## config.mk

```make
export PLATFORM = sky130hd
export DESIGN_NAME = vga_ctrl
export DESIGN_NICKNAME = d
export VERILOG_FILES = /design/src/rtl/vga_pkg.sv /design/src/rtl/vga_scan_cnt.sv /design/src/rtl/vga_ctrl.sv
export SDC_FILE = /design/constraint.sdc
export NUM_CORES = 1
export LEC_CHECK = 0
export BUFFER_PORTS_ARGS = -buffer_cell sky130_fd_sc_hd__buf_2
export CORE_ASPECT_RATIO = 1.75
export CORE_MARGIN = 4
export CORE_UTILIZATION = 50
export DETAILED_ROUTE_END_ITERATION = 8
export GPL_TIMING_DRIVEN = 0
export PLACE_DENSITY = 0.8
export SLEW_MARGIN = 5
export SYNTH_ARGS = -nofsm -noshare
export SYNTH_HDL_FRONTEND = slang
export SYNTH_SLANG_ARGS = --single-unit
```

## constraint.sdc

```tcl
create_clock -name clk -period 2.4 [get_ports clk]
set_input_delay 0.48 -clock clk [delete_from_list [all_inputs] [get_ports clk]]
set_output_delay 0.48 -clock clk [all_outputs]
set_load 0.05 [all_outputs]
```

## src/rtl/vga_pkg.sv

```systemverilog
// Shared VGA timing constants and the 12-bit pixel colour type.
package vga_pkg;

   localparam int unsigned CNT_W    = 10;

   localparam int unsigned H_ACTIVE = 640;
   localparam int unsigned H_FP     = 16;
   localparam int unsigned H_SYNC   = 96;
   localparam int unsigned H_BP     = 48;
   localparam int unsigned V_ACTIVE = 480;
   localparam int unsigned V_FP     = 10;
   localparam int unsigned V_SYNC   = 2;
   localparam int unsigned V_BP     = 33;

   localparam int unsigned H_TOTAL  = H_ACTIVE + H_FP + H_SYNC + H_BP;  // 800
   localparam int unsigned V_TOTAL  = V_ACTIVE + V_FP + V_SYNC + V_BP;  // 525
   localparam int unsigned HS_START = H_ACTIVE + H_FP;                  // 656
   localparam int unsigned HS_END   = HS_START + H_SYNC - 1;            // 751
   localparam int unsigned VS_START = V_ACTIVE + V_FP;                  // 490
   localparam int unsigned VS_END   = VS_START + V_SYNC - 1;            // 491

   // Bit [11:8] red, [7:4] green, [3:0] blue.
   typedef struct packed {
      logic [3:0] r;
      logic [3:0] g;
      logic [3:0] b;
   } rgb_t;

endpackage

```

## src/rtl/vga_scan_cnt.sv

```systemverilog
// Pixel-rate divider and horizontal/vertical scan counters.
module vga_scan_cnt
   import vga_pkg::CNT_W;
#(
   parameter int unsigned CLK_DIV = 4,
   parameter int unsigned H_TOTAL = 800,
   parameter int unsigned V_TOTAL = 525
) (
   input  logic             i_clk,
   input  logic             i_rst,
   output logic [CNT_W-1:0] o_h_cnt,
   output logic [CNT_W-1:0] o_v_cnt,
   output logic             o_pix_step
);

   localparam logic [2:0]       PH_MAX = 3'(CLK_DIV - 1);
   localparam logic [CNT_W-1:0] H_LAST = CNT_W'(H_TOTAL - 1);
   localparam logic [CNT_W-1:0] V_LAST = CNT_W'(V_TOTAL - 1);

   logic [2:0]       r_ph;
   logic [CNT_W-1:0] r_h_cnt;
   logic [CNT_W-1:0] r_v_cnt;
   logic             w_step;

   assign w_step     = (r_ph == PH_MAX);
   assign o_pix_step = w_step;
   assign o_h_cnt    = r_h_cnt;
   assign o_v_cnt    = r_v_cnt;

   // Phase divider and scan position, advanced once per pixel period.
   always_ff @(posedge i_clk) begin
      if (i_rst) begin
         r_ph    <= '0;
         r_h_cnt <= '0;
         r_v_cnt <= '0;
      end else begin
         r_ph <= w_step ? '0 : r_ph + 3'd1;
         if (w_step) begin
            if (r_h_cnt == H_LAST) begin
               r_h_cnt <= '0;
               r_v_cnt <= (r_v_cnt == V_LAST) ? '0 : r_v_cnt + 1'b1;
            end else begin
               r_h_cnt <= r_h_cnt + 1'b1;
            end
         end
      end
   end

endmodule

```

## src/rtl/vga_ctrl.sv

```systemverilog
// VGA timing generator: scan position out to render, blanked and
// sync-aligned colour out to the DAC pins, plus a per-frame tick.
module vga_ctrl
   import vga_pkg::CNT_W, vga_pkg::rgb_t;
#(
   parameter int unsigned CLK_DIV    = 4,
   parameter int unsigned RENDER_LAT = 1,
   parameter int unsigned H_ACTIVE   = vga_pkg::H_ACTIVE,
   parameter int unsigned H_FP       = vga_pkg::H_FP,
   parameter int unsigned H_SYNC     = vga_pkg::H_SYNC,
   parameter int unsigned H_BP       = vga_pkg::H_BP,
   parameter int unsigned V_ACTIVE   = vga_pkg::V_ACTIVE,
   parameter int unsigned V_FP       = vga_pkg::V_FP,
   parameter int unsigned V_SYNC     = vga_pkg::V_SYNC,
   parameter int unsigned V_BP       = vga_pkg::V_BP
) (
   input  logic             clk,
   input  logic             rst,
   input  logic [11:0]      rgb_in,
   output logic [CNT_W-1:0] col,
   output logic [CNT_W-1:0] row,
   output logic             active,
   output logic             frame_tick,
   output logic             hs,
   output logic             vs,
   output logic [3:0]       r,
   output logic [3:0]       g,
   output logic [3:0]       b
);

   localparam int unsigned L_H_TOTAL = H_ACTIVE + H_FP + H_SYNC + H_BP;
   localparam int unsigned L_V_TOTAL = V_ACTIVE + V_FP + V_SYNC + V_BP;

   localparam logic [CNT_W-1:0] C_HA     = CNT_W'(H_ACTIVE);
   localparam logic [CNT_W-1:0] C_VA     = CNT_W'(V_ACTIVE);
   localparam logic [CNT_W-1:0] C_HS_LO  = CNT_W'(H_ACTIVE + H_FP);
   localparam logic [CNT_W-1:0] C_HS_HI  = CNT_W'(H_ACTIVE + H_FP + H_SYNC - 1);
   localparam logic [CNT_W-1:0] C_VS_LO  = CNT_W'(V_ACTIVE + V_FP);
   localparam logic [CNT_W-1:0] C_VS_HI  = CNT_W'(V_ACTIVE + V_FP + V_SYNC - 1);
   localparam logic [CNT_W-1:0] C_H_LAST = CNT_W'(L_H_TOTAL - 1);
   localparam logic [CNT_W-1:0] C_VA_M1  = CNT_W'(V_ACTIVE - 1);

   if (CLK_DIV < 2 || CLK_DIV > 8) begin : g_div_err
      $error("vga_ctrl: CLK_DIV must be in 2..8");
   end
   if (RENDER_LAT > CLK_DIV - 1) begin : g_lat_err
      $error("vga_ctrl: RENDER_LAT must be <= CLK_DIV-1");
   end

   logic [CNT_W-1:0] w_h_cnt;
   logic [CNT_W-1:0] w_v_cnt;
   logic             w_step;
   logic             w_active;
   logic             w_hs_on;
   logic             w_vs_on;
   rgb_t             w_rgb;

   logic             r_hs;
   logic             r_vs;
   rgb_t             r_rgb;
   logic             r_frame_tick;

   vga_scan_cnt #(
      .CLK_DIV (CLK_DIV),
      .H_TOTAL (L_H_TOTAL),
      .V_TOTAL (L_V_TOTAL)
   ) u_scan (
      .i_clk      (clk),
      .i_rst      (rst),
      .o_h_cnt    (w_h_cnt),
      .o_v_cnt    (w_v_cnt),
      .o_pix_step (w_step)
   );

   assign w_active = (w_h_cnt < C_HA) && (w_v_cnt < C_VA);
   assign w_hs_on  = (w_h_cnt >= C_HS_LO) && (w_h_cnt <= C_HS_HI);
   assign w_vs_on  = (w_v_cnt >= C_VS_LO) && (w_v_cnt <= C_VS_HI);
   assign w_rgb    = rgb_t'(rgb_in);

   assign col        = w_h_cnt;
   assign row        = w_v_cnt;
   assign active     = w_active;
   assign frame_tick = r_frame_tick;
   assign hs         = r_hs;
   assign vs         = r_vs;
   assign r          = r_rgb.r;
   assign g          = r_rgb.g;
   assign b          = r_rgb.b;

   // Pin registers: colour and syncs for the same pixel captured on one step;
   // the tick marks the step that lands on the first vertical-blank line.
   always_ff @(posedge clk) begin
      if (rst) begin
         r_hs         <= 1'b1;
         r_vs         <= 1'b1;
         r_rgb        <= '0;
         r_frame_tick <= 1'b0;
      end else begin
         r_frame_tick <= w_step && (w_h_cnt == C_H_LAST) && (w_v_cnt == C_VA_M1);
         if (w_step) begin
            r_hs  <= ~w_hs_on;
            r_vs  <= ~w_vs_on;
            r_rgb <= w_active ? w_rgb : '0;
         end
      end
   end

endmodule
```

==> summary.md <==
| Metric | Value |
|---|---|
| H-tree depth | `2` |
| Syn Inst Count | `180` |
| GPL Wtd Cong | `roughly 0.87` |
| Yosys top cell by area | `dfxtp_1` |
| Final hold viol count | `0` |
| Outcome | `complete, no violations` |
| Worst Setup Start Kind | `register` |
| Ys flop type | `dfxtp_1` |
| DRT iter0 DRCs | `41` |
| Synthesized Nets | `200` |
| Initial antenna violation count | `0` |
| Arr. time, crit path | `2.47 ns` |
| CTS tree | `built` |
| Final worst path period share | `between 90 and 100%` |
| # IOs | `50` |
| WP buf/inv | `1` |
| Vias | `between 1500 and 2000` |
| Largest net degree at the start of global routing | `12` |
| DRC | `0` |
| Grt total ovfl | `0` |
| Pwr Total | `between 1 and 1.5 mW` |
| Drt first pass iters | `4` |
| Number of synthesized flops with an enable pin | `0` |
| Critical-path top delay cell | `or4b_1` |
| Cells after DPL | `roughly 270` |
| FFs w/ async S/R, synth | `0%` |
| Crit end category | `register` |
| Starting Density | `52.1%` |
| Synth area leaders | `dfxtp_1 (46%), a22o_1 (6.4%), ha_1 (4.6%)` |
| Die Ht | `between 80 and 90 um` |
| Worst Max-Slew Pin Slew | `between 0.5 and 0.6 ns` |
| Row Count | `27` |
| Worst hold slack | `around 0.4 ns` |
| PortBufs | `between 40 and 50` |
| Die ar. | `~4300 sq um` |
| Vias per inst | `approximately 5.4` |
| Synth warnings | `0` |
| Number of global-route vias before repair | `between 1000 and 1500` |
| Number of synthesized register bits | `38` |
| Kind of critical path | `reg -> reg` |
| Worst hold path class | `in -> reg` |
| Fin nets | `256` |
| Syn avg cell area | `around 9.1 sq um` |
| CTS root buf | `clkbuf_8` |
| PwrDens | `~590 nW/um^2` |
| Non-filler cells, final | `280` |
| Post-route ant nets | `0` |
| Clk_lat worst skew | `0.29 ns` |
| Maximum VDD drop | `0.511 mV` |
| Diodes inserted | `0` |
| Largest stage delay on the critical path | `about 0.50 ns` |
| RSZ-0062 raised after global routing | `no` |
| Detailed placer's ending HPWL | `roughly 2800 um` |
| Fillers | `306` |
| Post-synthesis sequential area ratio | `between 40% and 50%` |
| Fmax achieved | `between 400 and 500 MHz` |
| Leakage | `around 0.84 nW` |
| Routed wire length | `approximately 3700 um` |
| Routed len/inst | `around 13 um` |
| Post-Syn Area | `between 1500 and 2000 sq um` |
| Crit-path cells | `ha_1, ha_4, nand2_1, or4b_1, buf_2, or4_1, a21oi_1` |
| Slew headroom | `61.1%` |
| Yosys cell types | `38` |
| Layout cells sized above 1 | `between 20% and 30%` |
| Core Footprint | `about 3100 sq um` |
| Post-synth top area share | `between 40% and 50%` |
| Max cap viols | `0` |
| Hold Buf Count CTS | `0` |
| Fin. max-slew vios | `0` |
| CTS buffer count | `5` |
| Setup-failing EPs final | `0` |
| First-pass GRT wire length | `about 6200 um` |
| Setup TNS Final | `0 ns` |
| Postcts setup bufs | `0` |
| Maximum root-to-sink buffer count | `2` |
| Die X | `just over 50 um` |
| Area Overhead vs Synth | `25.1%` |
| CP top delay family | `simple AND/OR/NAND/NOR gates` |
| Clk slew on worst S/H paths | `around 0.07 ns` |
| Clock skew | `0.00719 ns` |
| All-Layer GR Usage | `between 10% and 20%` |
| Fin crit period | `between 2 and 2.5 ns` |
| CTS Sinks | `38` |
| Crit path max fanout | `10` |
| Worst EP required | `about 2.6 ns` |
## area by class of cell
| cell class | count | area [sq um] | area share, % |
|---|---|---|---|
| Multi-Input combinational cell | 123 | 820 | 40.0 |
| Sequential cell | 38 | 763 | 37.3 |
| Timing Repair Buffer | 49 | 245 | 12.0 |
| Clock buffer | 7 | 86.3 | 4.22 |
| Tap cell | 43 | 53.8 | 2.63 |
| Inverter | 10 | 37.5 | 1.83 |
| Buffer | 9 | 36.3 | 1.77 |
| Clock inverter | 1 | 5.00 | 0.244 |
## registers in the layout, summed over array words and instances (netlist names)
signal,cells
u_scan.o_h_cnt,10
b,4
frame_tick,1
u_scan.o_v_cnt,10
r,4
hs,1
vs,1
g,4
u_scan.r_ph,3
## worst paths after layout
path / start / endpoint / slack (ns) / cells past startpoint
min: rgb_in[11] / r[3] / 0.40 / 2
max reg2reg: u_scan.r_ph[0] / u_scan.o_v_cnt[8] / 0.15 / 7
max: u_scan.r_ph[0] / u_scan.o_v_cnt[8] / 0.15 / 7
min reg2reg: u_scan.r_ph[0] / u_scan.r_ph[0] / 0.45 / 1
## power breakdown
group / internal [mW] / switching [mW]
Clock: 0.232 / 0.213
Combinational: 0.0349 / 0.0698
Sequential: 0.646 / 0.00997
Total: 0.913 / 0.293
## placed cells by master (no fill, tap or decap), types with 7 or more instances in the layout
master,Yosys,layout
buf_2,1,50
dfxtp_1,38,36
nor2_1,14,14
a22o_1,12,12
inv_1,10,10
nand3_1,10,10
nor3_1,9,9
a21oi_1,9,9
clkbuf_1,8,8
o21ai_0,7,7
nand2_1,7,7
or3_1,7,7
## cells in the mapped netlist (all sizes together), types with 2 or more instances
master / count
xnor2: 6
nand2b: 3
and2: 2
xor2: 3
a21oi: 9
or3: 7
inv: 10
clkbuf: 8
dfxtp: 38
nor4bb: 2
nor2: 14
a22o: 12
nor4: 2
nand3: 10
nand2: 7
nand4: 6
ha: 6
o21ai: 7
nor3: 9
## cell families (layout without fill, tap and decap cells)
logic type      after synthesis  in the layout  share of synthesized area (%)
compound gates               35             35                           14.7
xor+xnor                      9              9                           4.82
fa+ha+maj                     6              6                           4.59
buf+inv                      19             76                           4.43
flops                        38             38                           46.5
mux                           1              1                          0.612
simple gates                 72             72                           24.4
## what timing repair did
| item | CTS | global route |
|---|---|---|
| resized for setup | 1 | 4 |
| endpoints found under the hold margin | 0 | 0 |
| endpoints found under the setup margin | 1 | 15 |
## metrics by stage
| stage | cell area (sq um) | util (%) | setup WS, ns |
|---|---|---|---|
| floorplan | 1640 | - | 0.110 |
| global placement | 1940 | 61.7 | -0.00212 |
| detailed placement | 1940 | 61.7 | -0.0550 |
| CTS | 2030 | 64.7 | 0.0249 |
| global route | 2050 | 65.2 | 0.0311 |
| finish | 2050 | 65.2 | 0.154 |
## worst register-to-register path, stage by stage, from the launching register on
cell	delay (ns)
dfxtp_1	0.35
ha_1	0.21
ha_4	0.19
nand2_1	0.11
or4b_1	0.50
buf_2	0.19
or4_1	0.50
a21oi_1	0.14
## per-layer routing
metal,GRT usage [%],vias to the layer above,wire length (um)
met5,0,-,0
met2,33.6,46,2010
met3,5.37,7,222
li1,-,755,-
met1,18.8,694,1420
met4,8.59,0,74
Note: power is estimated with default switching activity, not from simulation.
